==> src/rtl/game_pkg.sv <==
// Shared types and helpers for the game sequencer: state encoding, widths
// and the frames-per-tick rule used by the tick divider.
package game_pkg;

  typedef enum logic [2:0] {
    IDLE   = 3'd0,
    RUN    = 3'd1,
    WAIT   = 3'd2,
    PAUSED = 3'd3,
    OVER   = 3'd4,
    WON    = 3'd5
  } game_state_t;

  localparam int LIVES_W = 2;
  localparam int LEVEL_W = 3;  // o_level width of the default eight-level build

  // Signed int arithmetic so a large level can never wrap below the floor.
  function automatic int frames_for_level(input int level, input int base_frames,
                                          input int step_frames, input int min_frames);
    int frames;
    frames = base_frames - level * step_frames;
    return (frames < min_frames) ? min_frames : frames;
  endfunction

endpackage

==> src/rtl/game_ctrl_tick_divider.sv <==
// Vsync rising-edge detector and level-dependent frame counter; emits a
// one-cycle due pulse every frames_for_level(level) vsyncs while enabled.
module tick_divider
  import game_pkg::*;
#(
  parameter int BASE_FRAMES = 30,
  parameter int STEP_FRAMES = 3,
  parameter int MIN_FRAMES  = 4,
  parameter int LW          = 3
) (
  input  logic          clk,
  input  logic          rst,
  input  logic          i_vsync,
  input  logic          run_enable,
  input  logic          clear,
  input  logic [LW-1:0] level,
  output logic          due
);

  localparam int MAX_P = (BASE_FRAMES > MIN_FRAMES) ? BASE_FRAMES : MIN_FRAMES;
  localparam int CNT_W = $clog2(MAX_P + 1);

  logic             vsync_q;
  logic             rise;
  logic             due_q, due_d;
  logic [CNT_W-1:0] cnt_q, cnt_d, last_cnt;

  // NOTE: every combinational output gets a default first so no path infers a latch.
  always_comb begin
    rise     = i_vsync & ~vsync_q;
    last_cnt = CNT_W'(frames_for_level(int'(level), BASE_FRAMES, STEP_FRAMES, MIN_FRAMES) - 1);
    cnt_d    = cnt_q;
    due_d    = 1'b0;
    if (clear) begin
      cnt_d = '0;
    end else if (run_enable && rise) begin
      // >= rather than == so a level raised mid-period cannot skip the wrap.
      if (cnt_q >= last_cnt) begin
        cnt_d = '0;
        due_d = 1'b1;
      end else begin
        cnt_d = cnt_q + CNT_W'(1);
      end
    end
  end

  // NOTE: state flops use non-blocking assignments only; the _d logic above is blocking.
  always_ff @(posedge clk) begin
    if (rst) begin
      vsync_q <= 1'b0;
      cnt_q   <= '0;
      due_q   <= 1'b0;
    end else begin
      vsync_q <= i_vsync;
      cnt_q   <= cnt_d;
      due_q   <= due_d;
    end
  end

  assign due = due_q;

endmodule

==> src/rtl/game_ctrl.sv <==
// Multi-player game sequencer: tick/done handshake, pause, lives, scores,
// automatic speed-up and sticky game outcome.
module game_ctrl
  import game_pkg::*;
#(
  parameter int NUM_PLAYERS      = 1,
  parameter int LIVES            = 3,
  parameter int SCORE_W          = 8,
  parameter int LEVELS           = 8,
  parameter int BASE_FRAMES      = 30,
  parameter int STEP_FRAMES      = 3,
  parameter int MIN_FRAMES       = 4,
  parameter int APPLES_PER_LEVEL = 5
) (
  input  logic                           clk,
  input  logic                           rst,
  input  logic                           i_restart,
  input  logic                           i_start,
  input  logic                           i_pause,
  input  logic                           i_vsync,
  input  logic                           i_ready,
  input  logic                           i_speed_up,
  input  logic                           i_speed_down,
  input  logic [NUM_PLAYERS-1:0]         i_tick_done,
  input  logic [NUM_PLAYERS-1:0]         i_fail,
  input  logic [NUM_PLAYERS-1:0]         i_success,
  input  logic [NUM_PLAYERS-1:0]         i_eat,
  output logic [NUM_PLAYERS-1:0]         o_tick,
  output logic [NUM_PLAYERS-1:0]         o_respawn,
  output logic [NUM_PLAYERS-1:0]         o_alive,
  output logic [NUM_PLAYERS*2-1:0]       o_lives,
  output logic [NUM_PLAYERS*SCORE_W-1:0] o_score,
  output logic [$clog2(LEVELS)-1:0]      o_level,
  output logic [2:0]                     o_state,
  output logic                           o_failure,
  output logic                           o_success,
  output logic                           o_tick_missed
);

  localparam int N  = NUM_PLAYERS;
  localparam int LW = $clog2(LEVELS);
  localparam int EW = $clog2(APPLES_PER_LEVEL + N + 1);
  localparam logic [LW-1:0] TOP_LEVEL = LW'(LEVELS - 1);

  game_state_t               state_q, state_d, origin_q, origin_d;
  logic [N-1:0]              alive_q, alive_d, done_q, done_d;
  logic [N-1:0]              tick_q, tick_d, respawn_q, respawn_d;
  logic [N-1:0][LIVES_W-1:0] lives_q, lives_d;
  logic [N-1:0][SCORE_W-1:0] score_q, score_d;
  logic [LW-1:0]             level_q, level_d;
  logic [EW-1:0]             eat_cnt_q, eat_cnt_d, eat_sum;
  logic                      missed_q, missed_d, failure_q, failure_d, success_q, success_d;
  logic                      active, tick_due, level_up;
  logic [N-1:0]              fail_v, succ_v, eat_v;

  assign active = (state_q == RUN) || (state_q == WAIT);

  tick_divider #(
    .BASE_FRAMES(BASE_FRAMES),
    .STEP_FRAMES(STEP_FRAMES),
    .MIN_FRAMES (MIN_FRAMES),
    .LW         (LW)
  ) u_tick_divider (
    .clk       (clk),
    .rst       (rst),
    .i_vsync   (i_vsync),
    .run_enable(active),
    .clear     (i_restart),
    .level     (level_q),
    .due       (tick_due)
  );

  always_comb begin
    state_d   = state_q;
    origin_d  = origin_q;
    alive_d   = alive_q;
    done_d    = done_q;
    lives_d   = lives_q;
    score_d   = score_q;
    level_d   = level_q;
    failure_d = failure_q;
    success_d = success_q;
    tick_d    = '0;
    respawn_d = '0;
    missed_d  = 1'b0;

    // Player pulses only count while playing and from live players; fail beats success.
    fail_v  = i_fail & alive_q & {N{active}};
    succ_v  = i_success & alive_q & ~fail_v & {N{active}};
    eat_v   = i_eat & alive_q & {N{active}};
    eat_sum = eat_cnt_q;

    for (int p = 0; p < N; p++) begin
      if (fail_v[p]) begin
        if (lives_q[p] != '0) begin
          lives_d[p]   = lives_q[p] - LIVES_W'(1);
          respawn_d[p] = 1'b1;
        end else begin
          alive_d[p] = 1'b0;
        end
        if (state_q == WAIT) done_d[p] = 1'b1;
      end
      if (eat_v[p]) begin
        if (score_q[p] != '1) score_d[p] = score_q[p] + SCORE_W'(1);
        eat_sum = eat_sum + EW'(1);
      end
    end

    level_up  = i_speed_up;
    eat_cnt_d = eat_sum;
    if (eat_sum >= EW'(APPLES_PER_LEVEL)) begin
      eat_cnt_d = eat_sum - EW'(APPLES_PER_LEVEL);
      level_up  = 1'b1;
    end
    if (level_up && !i_speed_down && level_q != TOP_LEVEL) level_d = level_q + LW'(1);
    else if (i_speed_down && !level_up && level_q != '0)   level_d = level_q - LW'(1);

    case (state_q)
      IDLE: if (i_start) state_d = RUN;
      RUN: begin
        if (i_pause) begin
          state_d  = PAUSED;
          origin_d = RUN;
        end else if (tick_due && i_ready) begin
          tick_d  = alive_d;
          done_d  = '0;
          state_d = WAIT;
        end
      end
      WAIT: begin
        done_d   = done_d | (i_tick_done & alive_q);
        missed_d = tick_due;
        if (i_pause) begin
          state_d  = PAUSED;
          origin_d = WAIT;
        end else if (&(done_d | ~alive_d)) begin
          state_d = RUN;
        end
      end
      PAUSED: if (i_pause) state_d = origin_q;
      default: ;
    endcase

    if (active && alive_d == '0) begin
      state_d   = OVER;
      failure_d = 1'b1;
      tick_d    = '0;
    end
    if (|succ_v) begin
      state_d   = WON;
      success_d = 1'b1;
      tick_d    = '0;
    end

    // Restart reloads everything except the speed level.
    if (i_restart) begin
      state_d   = IDLE;
      origin_d  = RUN;
      alive_d   = '1;
      done_d    = '0;
      lives_d   = {N{LIVES_W'(LIVES)}};
      score_d   = '0;
      level_d   = level_q;
      eat_cnt_d = '0;
      failure_d = 1'b0;
      success_d = 1'b0;
      tick_d    = '0;
      respawn_d = '0;
      missed_d  = 1'b0;
    end
  end

  always_ff @(posedge clk) begin
    if (rst) begin
      state_q   <= IDLE;
      origin_q  <= RUN;
      alive_q   <= '1;
      done_q    <= '0;
      lives_q   <= {N{LIVES_W'(LIVES)}};
      score_q   <= '0;
      level_q   <= '0;
      eat_cnt_q <= '0;
      tick_q    <= '0;
      respawn_q <= '0;
      missed_q  <= 1'b0;
      failure_q <= 1'b0;
      success_q <= 1'b0;
    end else begin
      state_q   <= state_d;
      origin_q  <= origin_d;
      alive_q   <= alive_d;
      done_q    <= done_d;
      lives_q   <= lives_d;
      score_q   <= score_d;
      level_q   <= level_d;
      eat_cnt_q <= eat_cnt_d;
      tick_q    <= tick_d;
      respawn_q <= respawn_d;
      missed_q  <= missed_d;
      failure_q <= failure_d;
      success_q <= success_d;
    end
  end

  assign o_tick        = tick_q;
  assign o_respawn     = respawn_q;
  assign o_alive       = alive_q;
  assign o_lives       = lives_q;
  assign o_score       = score_q;
  assign o_level       = level_q;
  assign o_state       = state_q;
  assign o_failure     = failure_q;
  assign o_success     = success_q;
  assign o_tick_missed = missed_q;

endmodule

==> config.mk <==
export PLATFORM = sky130hd
export DESIGN_NAME = game_ctrl
export DESIGN_NICKNAME = d
export VERILOG_FILES = /design/src/rtl/game_pkg.sv /design/src/rtl/game_ctrl_tick_divider.sv /design/src/rtl/game_ctrl.sv
export SDC_FILE = /design/constraint.sdc
export NUM_CORES = 1
export LEC_CHECK = 0
export ABC_CLOCK_PERIOD_IN_PS = 4540
export CAP_MARGIN = 20
export CORE_MARGIN = 4
export CORE_UTILIZATION = 53
export CTS_CLUSTER_DIAMETER = 50
export DETAILED_ROUTE_END_ITERATION = 12
export HOLD_SLACK_MARGIN = 0.1
export PLACE_DENSITY_LB_ADDON = 0.12
export SYNTH_ARGS = -nofsm -noshare
export SYNTH_HDL_FRONTEND = slang
export SYNTH_SLANG_ARGS = --single-unit
==> constraint.sdc <==
create_clock -name clk -period 4.54 [get_ports clk]
set_input_delay 0.681 -clock clk [delete_from_list [all_inputs] [get_ports clk]]
set_output_delay 0.681 -clock clk [all_outputs]
set_load 0.02 [all_outputs]
==> flow_summary.yaml <==
synth:
  synth_top_area_frac: 0.329
  yosysUniqueCellTypes: 49
  synth_fp_nets: 289
  synthesis.instances: 255
  yosysMostFrequentCell: "dfxtp_1"
  ys_warn_count: 0
  synth_edf_count: 0
  synth_ff_type: "dfxtp_1"
  synthTopCellsByCount: "35 x dfxtp_1, 27 x nand2_1, 22 x a21oi_1, 22 x nor2_1, 19 x ha_1"
  synth_area_leaders: "dfxtp_1 33%, ha_1 11%, a21oi_1 5.2%"
  ys_async_sr_fraction: 0
  ys_seq_area_frac: 0.329
  ys_ff_latch: 35
  syn_avg_cell_area_um2: 8.36
  syn_area_um2: 2130
  post-synth-top-area-cell: "dfxtp_1"
clock_network:
  cts_htree_levels: 2
  cts_setup_buffers: 0
  cts_resized: 0
  clk_pin_slew_ns: 0.07
  clock_path_buffers: 2
  clkLatencyLatePin_ns: 0.28
  clock-sinks: 35
  cts_hold_buf: 0
  cts_tree: "done"
  cts_made_buffers: 5
  clockRootBuffer: "clkbuf_8"
power_and_ir_drop:
  combPwrFrac: 0.253
  p_sw_uw: 208
  power.total_uw: 702
  leakagePower_nw: 1.02
  switching_share: 0.296
  p_int_uw: 494
  seqPwrFrac: 0.455
  cellPowerDensity_nw_per_um2: 273
  ir_worst_vdd_mv: 0.253
  clockPowerShare: 0.293
flow_run:
  maxCapViolations: 0
cells_and_area:
  nets: 323
  final_layout_size_suffix_gt1_frac: 0.0486
  fin_cells: 336
  diodes: 0
  synthToLayoutAreaGrowth_pct: 21.0
  fin_area_um2: 2580
sta:
  setup_tns_ns: 0
  fin_crit_ns: 3.94
  setup_ws_ns: 0.602
  slew_violations: 0
  period_share: 0.867
  grt_setup_unrepaired: "no"
  timing_hold_violations_final: 0
  skew_ns: 0.00395
  tightest_slew_ns: 0.522
  maxSlewHeadroom: 0.647
  max_freq_mhz: 254
  finalSetupViolations: 0
worst_setup_path:
  cp_slowest_stage_delay_ns: 0.62
  cp_num_buf_inv: 1
  cp_top_family: "adder cells"
  required_ns: 4.75
  cpMostUsedCell: "a21oi_1"
  end_kind: "flip-flop"
  crit_fanout: 7
  crit_slowest_cell: "fa_1"
  path_cells: "inv_1 -> ha_1 -> fa_1 -> nor2_1 -> a21o_1 -> a21oi_1 -> nand2_1 -> ha_1 -> a21oi_1 -> a21oi_1 -> or2_2 -> ha_1 -> a21oi_1 -> o21a_1 -> o21ai_0 -> a21oi_1"
  arrival_ns: 4.15
  path_class: "flip-flop to flip-flop"
  worstSetupStartpointType: "flip-flop"
routing:
  drc_errors: 0
  wl_mm: 4.58
  dr.pass1.iters: 4
  wl_per_cell_um: 13.6
  ant_nets: 0
  drtIter0Drc: 115
  vias: 1868
  avgViaCountPerCell: 5.56
global_routing:
  grt.busiest_layer: "met2"
  grt_pass1_vias: 1768
  grt.total_usage: 0.191
  grt_start_max_net_pins: 24
  grtUsageMet3: 0.0519
  grt_pass1_wl_mm: 7.97
  grtUsageMet1: 0.267
  use_met2: 0.294
  antenna_found_initial: 0
  gr-total-overflow: 0
floorplan:
  dieWidth_um: 71.4
  io_pins: 35
  dieArea_um2: 5100
  core-area_um2: 3770
  num_rows: 22
  start_util: 0.565
  die_h_um: 71.4
outcome:
  status: "completed"
place:
  post-place-cells: 330
  io_buffers: 34
  dp_slack_ns: 0.491
  place_congestion: 0.769
  postPlaceCellArea_um2: 2500
  place_hpwl_mm: 3.33
worst_hold_path:
  min-delay-path-class: "flip-flop to flip-flop"
## worst register-to-register path: stages, from the launching register on
cell	delay (ns)
dfxtp_1	0.48
inv_1	0.13
ha_1	0.35
fa_1	0.62
nor2_1	0.08
a21o_1	0.19
a21oi_1	0.21
nand2_1	0.11
ha_1	0.23
a21oi_1	0.14
a21oi_1	0.07
or2_2	0.28
ha_1	0.30
a21oi_1	0.17
o21a_1	0.24
o21ai_0	0.12
a21oi_1	0.14
## layer usage
| layer | vias up | part of all wire |
|---|---|---|
| met5 | - | 0 |
| met4 | 0 | 0.0081 |
| met3 | 6 | 0.048 |
| met2 | 37 | 0.43 |
| met1 | 865 | 0.51 |
| li1 | 960 | - |
## cells by family after synthesis
kind of cell               after synthesis  synth area share
muxes                                    7            0.0346
AOI/OAI and AO/OA                       59             0.170
adders and majority gates               21             0.130
DFF                                     35             0.329
and+or+nand+nor                         97             0.228
xor gates and xnor gates                15            0.0687
buffers and inverters                   21            0.0388
## state kept, by name, summed over array words and instances (netlist names)
| name | flops |
|---|---|
| eat_cnt_q | 3 |
| u_tick_divider.due | 1 |
| done_q | 1 |
| o_tick | 1 |
| origin_q | 2 |
| o_lives | 2 |
| u_tick_divider.vsync_q | 1 |
| o_respawn | 1 |
| o_score | 8 |
| o_alive | 1 |
| o_tick_missed | 1 |
| o_success | 1 |
| u_tick_divider.cnt_q | 5 |
| o_failure | 1 |
| o_level | 3 |
| o_state | 3 |
## area by class of cell
class / instances / area [um^2]
multi-input combinational: 199 / 1350
fill: 343 / 1190
sequential: 35 / 701
timing repair buffer: 35 / 348
clock buffer: 6 / 72.6
tap: 48 / 60.1
inverter: 13 / 48.8
## power by group through the flow
stage                     combinational [mW]  clock [mW]  sequential (mW)
after detailed placement               0.176           0            0.326
after floorplan                        0.123           0            0.330
after CTS                              0.178       0.210            0.319
after global routing                   0.202       0.223            0.320
after global placement                 0.173           0            0.326
final                                  0.177       0.206            0.319
## path summary, 6_finish.rpt
check,start,endpoint,slack (ns),cells after the start
worst max-delay path,o_level[1]$_SDFFE_PP0P_,u_tick_divider.cnt_q[4]$_SDFFE_PP0P_,0.60,16
worst min-delay path,done_q$_SDFF_PP0_,done_q$_SDFF_PP0_,0.48,2
worst max register to register,o_level[1]$_SDFFE_PP0P_,u_tick_divider.cnt_q[4]$_SDFFE_PP0P_,0.60,16
worst min register to register,done_q$_SDFF_PP0_,done_q$_SDFF_PP0_,0.48,2
## cell usage in the layout, fill, tap and decap left out, types with 4 or more instances in the layout
cell and instances:
dfxtp_1 35, clkdlybuf4s50_1 34, nand2_1 27, a21oi_1 22, nor2_1 22, ha_1 19, inv_1 13, o21ai_0 12
nor3_1 11, xnor2_1 8, nand3_1 6, xor2_1 5, clkbuf_8 5, a211oi_1 4, nand2b_1 4, nor2b_1 4
nand4_1 4, mux2i_1 4
## per-stage QoR
step	utilization	hold WS, ns
finish	0.683	0.480
detailed placement	0.664	0.466
floorplan	-	0.437
global placement	0.664	0.450
global route	0.683	0.493
CTS	0.683	0.481
No activity file was read; power rests on OpenSTA's default activity.
